**config.mk**
```make
export PLATFORM = sky130hd
export DESIGN_NAME = axi4_lite_reg_file
export DESIGN_NICKNAME = d
export VERILOG_FILES = /design/src/rtl/axi4_lite_reg_file.sv
export SDC_FILE = /design/constraint.sdc
export NUM_CORES = 1
export LEC_CHECK = 0
export BUFFER_PORTS_ARGS = -buffer_cell sky130_fd_sc_hd__clkbuf_2
export CAP_MARGIN = 20
export CORE_AREA = 2 2 139 141
export DETAILED_ROUTE_END_ITERATION = 6
export DIE_AREA = 0 0 141 143
export PLACE_DENSITY = 0.8
export SLEW_MARGIN = 0
export SYNTH_ARGS = -nofsm -noshare
export SYNTH_HDL_FRONTEND = slang
export SYNTH_SLANG_ARGS = --single-unit
```
**constraint.sdc**
```tcl
create_clock -name clk -period 2.1 [get_ports clk]
set_input_delay 0.21 -clock clk [delete_from_list [all_inputs] [get_ports clk]]
set_output_delay 0.21 -clock clk [all_outputs]
set_load 0.01 [all_outputs]
```
**src/rtl/axi4_lite_reg_file.sv**
```systemverilog
// AXI4-Lite slave register file with per-register write enable and reset value.
// Write commits honour WSTRB byte lanes. An out-of-range address returns SLVERR.
// Each committed write to a writable register raises a one-cycle strobe.
// Ports:
//   clk, rst_n         clock, async active-low reset
//   reg_val            current register contents, reg i at reg_val[i]
//   reg_in             captured every cycle into read-only registers
//   reg_wr_pulse       one-cycle strobe per register on an AXI write commit
//   s_axi_aw*/w*/b*    AXI4-Lite write address, data and response channels
//   s_axi_ar*/r*       AXI4-Lite read address and data channels
module axi4_lite_reg_file #(
  parameter int unsigned                       num_regs     = 4,
  parameter int unsigned                       addr_width   = 7,
  parameter int unsigned                       data_width   = 32,
  parameter logic [num_regs-1:0]               allow_write  = {num_regs{1'b1}},
  parameter logic [num_regs*data_width-1:0]    reset_values = {num_regs*data_width{1'b0}}
) (
  input  logic                                 clk,
  input  logic                                 rst_n,
  output logic [num_regs-1:0][data_width-1:0]  reg_val,
  input  logic [num_regs-1:0][data_width-1:0]  reg_in,
  output logic [num_regs-1:0]                  reg_wr_pulse,
  input  logic [addr_width-1:0]                s_axi_awaddr,
  input  logic [2:0]                           s_axi_awprot,
  input  logic                                 s_axi_awvalid,
  output logic                                 s_axi_awready,
  input  logic [data_width-1:0]                s_axi_wdata,
  input  logic [data_width/8-1:0]              s_axi_wstrb,
  input  logic                                 s_axi_wvalid,
  output logic                                 s_axi_wready,
  output logic [1:0]                           s_axi_bresp,
  output logic                                 s_axi_bvalid,
  input  logic                                 s_axi_bready,
  input  logic [addr_width-1:0]                s_axi_araddr,
  input  logic [2:0]                           s_axi_arprot,
  input  logic                                 s_axi_arvalid,
  output logic                                 s_axi_arready,
  output logic [data_width-1:0]                s_axi_rdata,
  output logic [1:0]                           s_axi_rresp,
  output logic                                 s_axi_rvalid,
  input  logic                                 s_axi_rready
);

  localparam int unsigned strb_width = data_width / 8;
  localparam int unsigned lsb        = $clog2(strb_width);
  localparam int unsigned idx_width  = addr_width - lsb;

  localparam logic [1:0] RESP_OKAY   = 2'b00;
  localparam logic [1:0] RESP_SLVERR = 2'b10;

  typedef enum logic {W_IDLE, W_RESP} w_state_t;
  typedef enum logic {R_IDLE, R_RESP} r_state_t;

  // Write path state
  w_state_t                  w_state_q, w_state_d;
  logic                      aw_done_q, aw_done_d;
  logic                      w_done_q, w_done_d;
  logic [idx_width-1:0]      aw_idx_q, aw_idx_d;
  logic [data_width-1:0]     w_data_q, w_data_d;
  logic [strb_width-1:0]     w_strb_q, w_strb_d;
  logic                      awready_d, wready_d, bvalid_d;
  logic [1:0]                bresp_d;
  logic                      commit_c;
  logic                      wr_in_range_c;

  // Register array next state
  logic [num_regs-1:0][data_width-1:0] reg_val_d;
  logic [num_regs-1:0]                 reg_wr_pulse_d;

  // Read path state
  r_state_t                  r_state_q, r_state_d;
  logic                      arready_d, rvalid_d;
  logic [1:0]                rresp_d;
  logic [data_width-1:0]     rdata_d;
  logic [idx_width-1:0]      rd_idx_c;
  logic                      rd_in_range_c;

  // Protection bits and byte-offset address bits carry no meaning here
  logic unused_bits;
  assign unused_bits = ^{s_axi_awprot, s_axi_arprot,
                         s_axi_awaddr[lsb-1:0], s_axi_araddr[lsb-1:0], reg_in};

  assign wr_in_range_c = 32'(aw_idx_q) < num_regs;
  assign rd_idx_c      = s_axi_araddr[addr_width-1:lsb];
  assign rd_in_range_c = 32'(rd_idx_c) < num_regs;

  // Write FSM: collect AW and W independently, commit on the edge after both are held
  always_comb begin
    w_state_d = w_state_q;
    aw_done_d = aw_done_q;
    w_done_d  = w_done_q;
    aw_idx_d  = aw_idx_q;
    w_data_d  = w_data_q;
    w_strb_d  = w_strb_q;
    awready_d = s_axi_awready;
    wready_d  = s_axi_wready;
    bvalid_d  = s_axi_bvalid;
    bresp_d   = s_axi_bresp;
    commit_c  = 1'b0;
    case (w_state_q)
      W_IDLE: begin
        if (s_axi_awvalid && s_axi_awready) begin
          aw_done_d = 1'b1;
          aw_idx_d  = s_axi_awaddr[addr_width-1:lsb];
          awready_d = 1'b0;
        end else if (!aw_done_q) begin
          awready_d = 1'b1;
        end
        if (s_axi_wvalid && s_axi_wready) begin
          w_done_d = 1'b1;
          w_data_d = s_axi_wdata;
          w_strb_d = s_axi_wstrb;
          wready_d = 1'b0;
        end else if (!w_done_q) begin
          wready_d = 1'b1;
        end
        if (aw_done_q && w_done_q) begin
          commit_c  = 1'b1;
          w_state_d = W_RESP;
          bvalid_d  = 1'b1;
          bresp_d   = wr_in_range_c ? RESP_OKAY : RESP_SLVERR;
          awready_d = 1'b0;
          wready_d  = 1'b0;
        end
      end
      W_RESP: begin
        if (s_axi_bready) begin
          w_state_d = W_IDLE;
          bvalid_d  = 1'b0;
          aw_done_d = 1'b0;
          w_done_d  = 1'b0;
          awready_d = 1'b1;
          wready_d  = 1'b1;
        end
      end
      default: w_state_d = W_IDLE;
    endcase
  end

  // Register update: read-only regs track reg_in, writable regs merge strobed bytes on commit
  always_comb begin
    reg_val_d      = reg_val;
    reg_wr_pulse_d = '0;
    for (int unsigned i = 0; i < num_regs; i++) begin
      if (!allow_write[i]) begin
        reg_val_d[i] = reg_in[i];
      end else if (commit_c && (32'(aw_idx_q) == i)) begin
        for (int unsigned b = 0; b < strb_width; b++) begin
          reg_val_d[i][b*8 +: 8] = w_strb_q[b] ? w_data_q[b*8 +: 8] : reg_val[i][b*8 +: 8];
        end
        reg_wr_pulse_d[i] = |w_strb_q;
      end
    end
  end

  // Read FSM: sample the registered contents at the AR handshake edge
  always_comb begin
    r_state_d = r_state_q;
    arready_d = s_axi_arready;
    rvalid_d  = s_axi_rvalid;
    rresp_d   = s_axi_rresp;
    rdata_d   = s_axi_rdata;
    case (r_state_q)
      R_IDLE: begin
        if (s_axi_arvalid && s_axi_arready) begin
          r_state_d = R_RESP;
          arready_d = 1'b0;
          rvalid_d  = 1'b1;
          rresp_d   = rd_in_range_c ? RESP_OKAY : RESP_SLVERR;
          rdata_d   = '0;
          for (int unsigned i = 0; i < num_regs; i++) begin
            if (32'(rd_idx_c) == i) rdata_d = reg_val[i];
          end
        end else begin
          arready_d = 1'b1;
        end
      end
      R_RESP: begin
        if (s_axi_rready) begin
          r_state_d = R_IDLE;
          rvalid_d  = 1'b0;
          arready_d = 1'b1;
        end
      end
      default: r_state_d = R_IDLE;
    endcase
  end

  // State and output registers
  always_ff @(posedge clk or negedge rst_n) begin
    if (!rst_n) begin
      w_state_q     <= W_IDLE;
      aw_done_q     <= 1'b0;
      w_done_q      <= 1'b0;
      aw_idx_q      <= '0;
      w_data_q      <= '0;
      w_strb_q      <= '0;
      s_axi_awready <= 1'b0;
      s_axi_wready  <= 1'b0;
      s_axi_bvalid  <= 1'b0;
      s_axi_bresp   <= RESP_OKAY;
      reg_wr_pulse  <= '0;
      for (int unsigned i = 0; i < num_regs; i++) begin
        reg_val[i] <= allow_write[i] ? reset_values[i*data_width +: data_width] : '0;
      end
      r_state_q     <= R_IDLE;
      s_axi_arready <= 1'b0;
      s_axi_rvalid  <= 1'b0;
      s_axi_rresp   <= RESP_OKAY;
      s_axi_rdata   <= '0;
    end else begin
      w_state_q     <= w_state_d;
      aw_done_q     <= aw_done_d;
      w_done_q      <= w_done_d;
      aw_idx_q      <= aw_idx_d;
      w_data_q      <= w_data_d;
      w_strb_q      <= w_strb_d;
      s_axi_awready <= awready_d;
      s_axi_wready  <= wready_d;
      s_axi_bvalid  <= bvalid_d;
      s_axi_bresp   <= bresp_d;
      reg_wr_pulse  <= reg_wr_pulse_d;
      reg_val       <= reg_val_d;
      r_state_q     <= r_state_d;
      s_axi_arready <= arready_d;
      s_axi_rvalid  <= rvalid_d;
      s_axi_rresp   <= rresp_d;
      s_axi_rdata   <= rdata_d;
    end
  end

endmodule

```
==> out/qor.yml, run 1 <==
swShare: 0.3125
synth.top_cell.area_share: 0.5969
drv_slew: 0
maxCapViolations: 0
routed-wl-met3_um: 1509
synth.avg_cell_area_um2: 16.68
peakVddDrop_uv: 972.1
insertion_delay_ns: 0.50
r2r_start: "w_state_q"
drive_gt1_frac: 0.5887
post-route-drc-count: 0
status: "complete, no violations"
fin_ws_ns: 0.2780
required_ns: 2.48
core_um2: 18580
grt_overflow: 0
p_sw_mw: 4.512
first_pass_iters: 4
place_hpwl_um: 14490
pwr-share-clk: 0.298
synth_area_um2: 9055
routedLengthMet1_um: 9852
powerDensity_nw_per_um2: 1230
cts_setup_buffers: 0
dp_slack_ns: 0.2804
path_clk_slew_ns: 0.06
synth_area_leader_cell: "dfrtp_1"
max_slew.worst_pin.slew_ns: 0.5542
rows: 50
vias: 5909
period_share: 0.8676
fin_tns_setup_ns: 0
synthMostInstantiatedCell: "dfrtp_1"
fin_skew_ns: 0.009188
finalNetCount: 1009
maxUsedRoutingLayer: "met4"
rsz0062_at_grt: "false"
path_max_fanout: 20
max_freq_mhz: 548.9
io_pins: 364
critPathKind: "flip-flop to flip-flop"
wl_um: 22680
finalSetupViolations: 0
cp.arrival_ns: 2.20
ys_types: 28
grt_max_degree: 65
synth_common_cells: "dfrtp_1 (216), mux2_2 (169), a22o_1 (32), mux4_2 (32), nand3_4 (16)"
p_comb_frac: 0.247
synth-async-reset-ratio: 1.000
drtIter0Drc: 213
clockBufferDepth: 3
cp-start-kind: "flip-flop"
ctsRootBufferMaster: "clkbuf_16"
grt_pass1_vias: 6199
via_per_inst: 5.533
final_antenna_net_count: 0
wl_met2_um: 10790
initial_utilization: 0.4873
leakage_nw: 5.930
internal-power_mw: 9.926
antenna_cells: 0
synthTopCellsByArea: "dfrtp_1 (60%), mux2_2 (21%), mux4_2 (8.0%), a22o_1 (3.1%), nand3_4 (3.1%)"
synth_seq_area_share: 0.5969
io_buffers: 223
fp.dieW_um: 141
grt_pass1_wl_um: 35660
yosysWarnings: 0
synth_seq_cells: 216
synth_edf_count: 0
die_y_um: 143
gr-usage-all-layers: 0.2298
synthToLayoutAreaGrowth_pct: 29.67
cts_inserted_buffers: 23
crit_end: "reg_val[100]"
reg2reg_to: "reg_val[100]"
hold_violations: 0
end_kind: "flip-flop"
htreeDepth: 1
cts_tree: "done"
cts_sinks: 216
max_slew_margin: 0.6271
min_path_type: "primary input to flip-flop"
ys.flop_type: "dfrtp_1"
synth_cells: 543
crit_start: "w_state_q"
seqPwrFrac: 0.455
min_period_ns: 1.822
gpl.final_weighted_congestion: 0.7914
antenna_found_initial: 0
die-area_um2: 20160
r2r_slack_ns: 0.28
r2r_cells: 4
routedWlPerCell_um: 21.23
per-stage QoR:
step	total power, mW	instances	util	hold slack [ns]	cell area (um^2)
floorplan	8.584	544	-	-0.08559	9059
global placement	9.952	983	0.5644	0.1698	10490
detailed placement	10.11	983	0.5644	0.1689	10490
CTS	14.52	1068	0.6319	0.01137	11740
global route	15.21	1068	0.6319	0.09500	11740
finish	14.44	1068	0.6319	0.09399	11740
worst min path at each step:
stage / startpoint / to / slack, ns / depth (start not counted)
after global routing: s_axi_wvalid / s_axi_wready / 0.09 / 4
final: s_axi_wvalid / s_axi_wready / 0.09 / 4
after CTS: s_axi_wvalid / s_axi_wready / 0.01 / 4
after global placement: rst_n / s_axi_rdata[8] / 0.17 / 1
after detailed placement: rst_n / s_axi_rdata[8] / 0.17 / 1
after floorplan: rst_n / aw_done_q / -0.09 / 0
state kept, by name, summed over array words and instances, names as in the netlist:
register	count
reg_val	128
s_axi_rresp	1
s_axi_bresp	1
w_state_q	1
w_strb_q	4
s_axi_awready	1
s_axi_arready	1
s_axi_rvalid	1
w_done_q	1
s_axi_wready	1
reg_wr_pulse	4
aw_idx_q	5
aw_done_q	1
w_data_q	32
s_axi_bvalid	1
s_axi_rdata	32
r_state_q	1
cell type report:
class | count | area, um^2
Fill cell | 1333 | 6839
Sequential cell | 216 | 5405
Tap cell | 234 | 292.8
Timing Repair Buffer | 277 | 1742
Clock inverter | 8 | 140.1
Clock buffer | 33 | 673.1
Multi-Input combinational cell | 294 | 3466
Inverter | 6 | 22.52
worst max-delay path, stage by stage, from the launching register on:
cell and delay (ns):
dfrtp_1 0.48, nor4_4 0.39, buf_12 0.27, nand3_4 0.21, mux2_2 0.35
routing by layer:
layer	GRT usage	up-vias
li1	-	2598
met1	0.3166	3040
met2	0.3751	234
met3	0.05131	37
met4	0.05947	0
met5	0	-
cell families (layout without fill, tap and decap cells):
family	count (synthesis)	in the layout	synth area share
AOI/OAI and AO/OA	47	47	0.04035
other	1	2	0.0004141
and+or+nand+nor	44	44	0.05112
DFF	216	216	0.5969
buffers and inverters	34	324	0.02142
muxes	201	201	0.2898
layout by cell type (no fill, tap or decap), types with 2 or more instances in the layout:
| master | count |
|---|---|
| buf_4 | 2 |
| dfrtp_1 | 216 |
| and4b_1 | 2 |
| nand3_4 | 16 |
| a22oi_1 | 2 |
| nor2_1 | 4 |
| nand3b_1 | 2 |
| clkbuf_8 | 6 |
| dlygate4sd3_1 | 44 |
| a22o_1 | 32 |
| o21ai_0 | 7 |
| nor4_4 | 2 |
| clkbuf_1 | 4 |
| mux4_2 | 32 |
| conb_1 | 2 |
| clkbuf_2 | 222 |
| clkinv_2 | 4 |
| nand2_1 | 12 |
| buf_12 | 8 |
| clkbuf_16 | 23 |
| inv_1 | 6 |
| bufinv_16 | 4 |
| a21oi_1 | 4 |
| mux2_2 | 169 |
power groups by stage:
stage / clock network (mW) / logic [mW] / registers [mW]
2_1_floorplan: 0 / 2.09 / 6.49
3_3_place_gp: 0 / 3.41 / 6.54
3_5_place_dp: 0 / 3.51 / 6.61
4_1_cts: 4.38 / 3.59 / 6.55
5_1_grt: 4.57 / 3.87 / 6.77
6_report: 4.30 / 3.57 / 6.57
repair_timing:
| item | in CTS | in global routing |
|---|---|---|
| resized for setup | 0 | 0 |
| endpoints found under the hold margin | 100 | 0 |
| hold buffers | 44 | 0 |
No activity file was read; power rests on OpenSTA's default activity.
==> run 2: changes to the inputs <==
- CTS_BUF_LIST: unset -> sky130_fd_sc_hd__clkbuf_16
==> run 2 against run 1 <==
First-iteration DRC count increased by 5.6%; sequential share of layout area increased by 0.24 points; clock skew decreased by 0.0012 ns; critical endpoint is now reg_val[102]; count of clock-buffer cells in the layout decreased by 10; highest routed layer unchanged; register-to-register slack about the same.
==> out/qor.yml, run 2 (synthesis results as in run 1) <==
status: "complete, no violations"
crit_end: "reg_val[102]"
final_antenna_net_count: 0  # unchanged
total_power_mw: 14.16  # -1.9%
peakVddDrop_uv: 942.6  # -3.0%
die-area_um2: 20160  # unchanged
layout_common_cells: "clkbuf_2 (222), dfrtp_1 (216), mux2_2 (169)"
gpl.final_weighted_congestion: 0.7914  # unchanged
dp_slack_ns: 0.2804  # unchanged
cp-start-kind: "flip-flop"
path_max_fanout: 20  # unchanged
routedWlPerCell_um: 20.92  # -1.5%
finalNetCount: 1009  # unchanged
via_per_inst: 5.478  # -0.98%
initial_utilization: 0.4873  # unchanged
grt_max_degree: 65  # unchanged
period_share: 0.8652  # -0.002405
cts_sinks: 216  # unchanged
crit_start: "w_state_q"
cp.arrival_ns: 2.19  # about the same
ctsRootBufferMaster: "clkbuf_16"
cp_slowest_cell: "dfrtp_1"
die_y_um: 143  # unchanged
grt_pass1_vias: 6189  # -0.16%
place_area_um2: 10490  # unchanged
insertion_delay_ns: 0.50  # about the same
fin_tns_setup_ns: 0  # unchanged
grt_pass1_wl_um: 35160  # -1.4%
clockBufferDepth: 3  # unchanged
drv_slew: 0  # unchanged
cts_tree: "done"
drive_gt1_frac: 0.5815  # -0.007194
drtIter0Drc: 225  # +5.6%
fillers: 1349  # +1.2%
stdcell_count: 1068  # unchanged
hold_buffers: 44  # unchanged
path_cells: "nor4_4 -> buf_12 -> nand3_4 -> mux2_2"
place_inst: 983  # unchanged
first_pass_iters: 4  # unchanged
regMostFlops: "reg_val"
leakage_nw: 5.913  # -0.29%
end_kind: "flip-flop"
required_ns: 2.47  # about the same
maxCapViolations: 0  # unchanged
whs_ns: 0.02757  # -0.06642 ns
max_freq_mhz: 550.4  # +0.28%
antenna_cells: 0  # unchanged
ctsResizeCount: 0  # unchanged
largest_reg_flops: 128  # unchanged
min_path_type: "primary input to flip-flop"
hold_violations: 0  # unchanged
htreeDepth: 1  # unchanged
antenna_found_initial: 0  # unchanged
gr-usage-all-layers: 0.2262  # -0.003642
fin_ws_ns: 0.2831  # +0.005051 ns
rows: 50  # unchanged
final_area_um2: 11680  # -0.51%
r2r_cells: 4  # unchanged
core_um2: 18580  # unchanged
fp.dieW_um: 141  # unchanged
max_stage_delay_ns: 0.48  # about the same
cts_setup_buffers: 0  # unchanged
place_hpwl_um: 14490  # unchanged
synthToLayoutAreaGrowth_pct: 29.00
wl_um: 22340  # -1.5%
finish.utilization: 0.6287  # -0.003232
final_common_cell: "clkbuf_2"
path_clk_slew_ns: 0.06  # about the same
critPathKind: "flip-flop to flip-flop"
cts_inserted_buffers: 23  # unchanged
max_slew.worst_pin.slew_ns: 0.5566  # +0.002364 ns
finalSetupViolations: 0  # unchanged
io_pins: 364  # unchanged
r2r_slack_ns: 0.28  # about the same
r2r_start: "w_state_q"
powerDensity_nw_per_um2: 1212  # -1.4%
io_buffers: 223  # unchanged
max_slew_margin: 0.6255  # -0.001591
vias: 5851  # -0.98%
post-route-drc-count: 0  # unchanged
min_from: "s_axi_wvalid"
rsz0062_at_grt: "false"
reg2reg_to: "reg_val[102]"
largestRegisters: "reg_val x128, s_axi_rdata x32, w_data_q x32"
min_period_ns: 1.817  # -0.005051 ns
fin_skew_ns: 0.007976  # -0.001212 ns
grt_overflow: 0  # unchanged
run 2: cell count changes in the layout (fill, tap and decap cells not counted), sizes merged:
cell | previous run | this run
clkbuf | 255 | 245
clkinv | 4 | 10
inv | 6 | 10
run 2: worst min-delay path by stage:
stage | end | slack [ns] | depth (start not counted)
after global routing | s_axi_wready | 0.06 | 4
after detailed placement | s_axi_rdata[8] | 0.17 | 1
final | s_axi_wready | 0.03 | 4
after global placement | s_axi_rdata[8] | 0.17 | 1
after floorplan | aw_done_q | -0.09 | 0
after CTS | s_axi_wready | 0.01 | 4
run 2: per-layer routing:
layer	up-vias	routed length (um)	track usage
li1	2603	-	-
met1	2999	9749	0.3103
met4	0	451	0.05316
met2	220	10630	0.3715
met5	-	0	0
met3	29	1510	0.05265
run 2: power breakdown:
group	internal, mW	leakage (nW)	switching [mW]
combinational	1.90	2.66	1.66
clock	2.47	0.386	1.58
sequential	5.32	2.87	1.23
total	9.69	5.91	4.47
run 2: cell type report:
class                   count  area [um^2]  area share
clock buffers              23        575.6     0.04927
clock inverters            18        177.7     0.01521
inverters                   6        22.52    0.001928
multi-input cells         294         3466      0.2967
flip-flops and latches    216         5405      0.4627
well taps                 234        292.8     0.02506
repair buffers            277         1742      0.1491
run 2: worst max-delay path, delay by kind of cell, from the launching register on:
family	cells	cell delay, ns
and+or+nand+nor	2	0.59
DFF	1	0.48
muxes	1	0.35
buffers and inverters	1	0.27
==> run 3: changes to the inputs <==
- clock period: 2.1 -> 2.15 ns (I/O delays scaled with it)
==> run 3 against run 2 <==
Critical path depth is the same; combinational power down 3%; first-iteration DRC count shrank 4.4%; highest routed layer unchanged; routed wire length down 0.64%; cell count hardly changed; critical endpoint is now reg_val[23]; register-to-register slack gained 0.04 ns; worst hold slack got worse by 0.0061 ns; sequential share of layout area increased by 0.38 points; die area stayed put; fmax is 0.33% lower; global-route usage fell by 0.48 points; non-clock buffer count grew 1.
==> out/qor.yml, run 3 (synthesis results as in run 1) <==
max_slew.worst_pin.slew_ns: 0.5602  # +0.003605 ns
first_pass_iters: 4  # unchanged
fillers: 1380  # +2.3%
drive_gt1_frac: 0.5846  # +0.003099
path_max_fanout: 20  # unchanged
wl_um: 22200  # -0.64%
htreeDepth: 1  # unchanged
grt_pass1_wl_um: 34470  # -2.0%
largest_reg_flops: 128  # unchanged
max_slew_margin: 0.6231  # -0.002425
min_period_ns: 1.823  # +0.006090 ns
cts_sinks: 216  # unchanged
cp_slowest_cell: "dfrtp_1"
path_buf_inv: 1  # unchanged
vias: 5902  # +0.87%
required_ns: 2.52  # +0.05 ns
gr-usage-met3: 0.04997  # -0.002683
fin_skew_ns: 0.01076  # +0.002786 ns
cts_inserted_buffers: 23  # unchanged
critPathKind: "flip-flop to flip-flop"
cts_tree: "done"
min_path_type: "primary input to flip-flop"
crit_family: "simple AND/OR/NAND/NOR gates"
io_pins: 364  # unchanged
grt_overflow: 0  # unchanged
regMostFlops: "reg_val"
drv_slew: 0  # unchanged
layout_common_cells: "clkbuf_2 (222), dfrtp_1 (216), mux2_2 (169)"
initial_utilization: 0.4873  # unchanged
period_share: 0.8479  # -0.01729
max_stage_delay_ns: 0.48  # about the same
post-route-drc-count: 0  # unchanged
leakage_nw: 5.874  # -0.66%
insertion_delay_ns: 0.49  # about the same
fin_tns_setup_ns: 0  # unchanged
path_clk_slew_ns: 0.06  # about the same
peakVddDrop_uv: 789.8  # -16%
powerDensity_nw_per_um2: 1161  # -4.2%
finalNetCount: 1010  # +0.099%
hold_violations: 0  # unchanged
io_buffers: 223  # unchanged
grt_max_degree: 70  # +7.7%
largestRegisters: "reg_val x128, s_axi_rdata x32, w_data_q x32"
status: "complete, no violations"
final_antenna_net_count: 0  # unchanged
maxCapViolations: 0  # unchanged
use_met1: 0.3116  # +0.001265
end_kind: "flip-flop"
max_freq_mhz: 548.5  # -0.33%
antenna_cells: 0  # unchanged
cp.arrival_ns: 2.19  # about the same
total_power_mw: 13.45  # -5.0%
busiest_layer: "met2"
clockBufferDepth: 3  # unchanged
routedWlPerCell_um: 20.80  # -0.55%
die-area_um2: 20160  # unchanged
core_um2: 18580  # unchanged
final_common_cell: "clkbuf_2"
gpl.final_weighted_congestion: 0.7787  # -1.6%
rows: 50  # unchanged
place_hpwl_um: 14500  # about the same
grt_pass1_vias: 6021  # -2.7%
rsz0062_at_grt: "false"
place_inst: 985  # +0.20%
finalSetupViolations: 0  # unchanged
stdcell_count: 1067  # -0.094%
fp.dieW_um: 141  # unchanged
ctsRootBufferMaster: "clkbuf_16"
gr-usage-all-layers: 0.2214  # -0.004818
use_met2: 0.3499  # -0.02157
antenna_found_initial: 0  # unchanged
die_y_um: 143  # unchanged
synthToLayoutAreaGrowth_pct: 27.94
cp-start-kind: "flip-flop"
drtIter0Drc: 215  # -4.4%
via_per_inst: 5.531  # +0.97%
path_cells: "nor4_4 -> buf_12 -> nand3_4 -> mux2_2"
[run 3: cell count changes in the layout (fill, tap and decap cells not counted)]
cell and change:
buf_12 -2, dlygate4sd3_1 -1, inv_6 +1, clkinvlp_4 +1
buf_4 +4, clkinv_2 +1, bufinv_16 -3, clkinv_1 -2
[run 3: final timing paths]
path | start | end | slack, ns | depth (start not counted)
hold reg to reg | s_axi_rvalid | s_axi_rvalid | 0.48 | 2
hold / removal | s_axi_awvalid | s_axi_awready | 0.02 | 4
max in group asynchronous | rst_n | reg_val[99] | 1.11 | 3
min in group asynchronous | rst_n | reg_val[8] | 0.28 | 2
setup / recovery | w_state_q | reg_val[23] | 0.33 | 4
setup reg to reg | w_state_q | reg_val[23] | 0.33 | 4
[run 3: stage by stage]
step	setup WS (ns)	utilization	hold slack, ns	instance area (um^2)
after global placement	0.3610	0.5639	0.2096	10480
final	0.3270	0.6235	0.02143	11580
after global routing	0.2736	0.6235	0.02830	11580
after detailed placement	0.3482	0.5639	0.2123	10480
after CTS	0.3380	0.6235	0.002254	11580
after floorplan	0.5975	-	-0.08059	9059
[run 3: worst register-to-register path: stages (launching register included)]
cell and delay, ns:
dfrtp_1 0.48, nor4_4 0.38, buf_12 0.27, nand3_4 0.22, mux2_2 0.36
[run 3: timing repair]
action | 4_1_cts | 5_1_grt
endpoints found under the hold margin | 108 | 0
hold buffers | 43 | 0
gates resized for setup | 0 | 0
setup buffers | 0 | 0
[run 3: report_power, final]
part	internal, mW	switching (mW)
Combinational	1.85	1.61
Sequential	5.20	1.21
Clock	2.06	1.53
Total	9.10	4.35
[run 3: final cells by class]
type	count	area (um^2)	area share
clock buffers	23	575.6	0.04968
flip-flops and latches	216	5405	0.4666
repair buffers	278	1722	0.1486
multi-input cells	294	3466	0.2992
clock inverters	16	101.3	0.008748
inverters	6	22.52	0.001944
well taps	234	292.8	0.02527
[run 3: layer usage]
metal / vias up / share of wire / wire, um
li1: 2594 / - / -
met1: 3037 / 0.44 / 9850
met2: 237 / 0.47 / 10380
met3: 34 / 0.067 / 1493
met4: 0 / 0.021 / 477
met5: - / 0 / 0
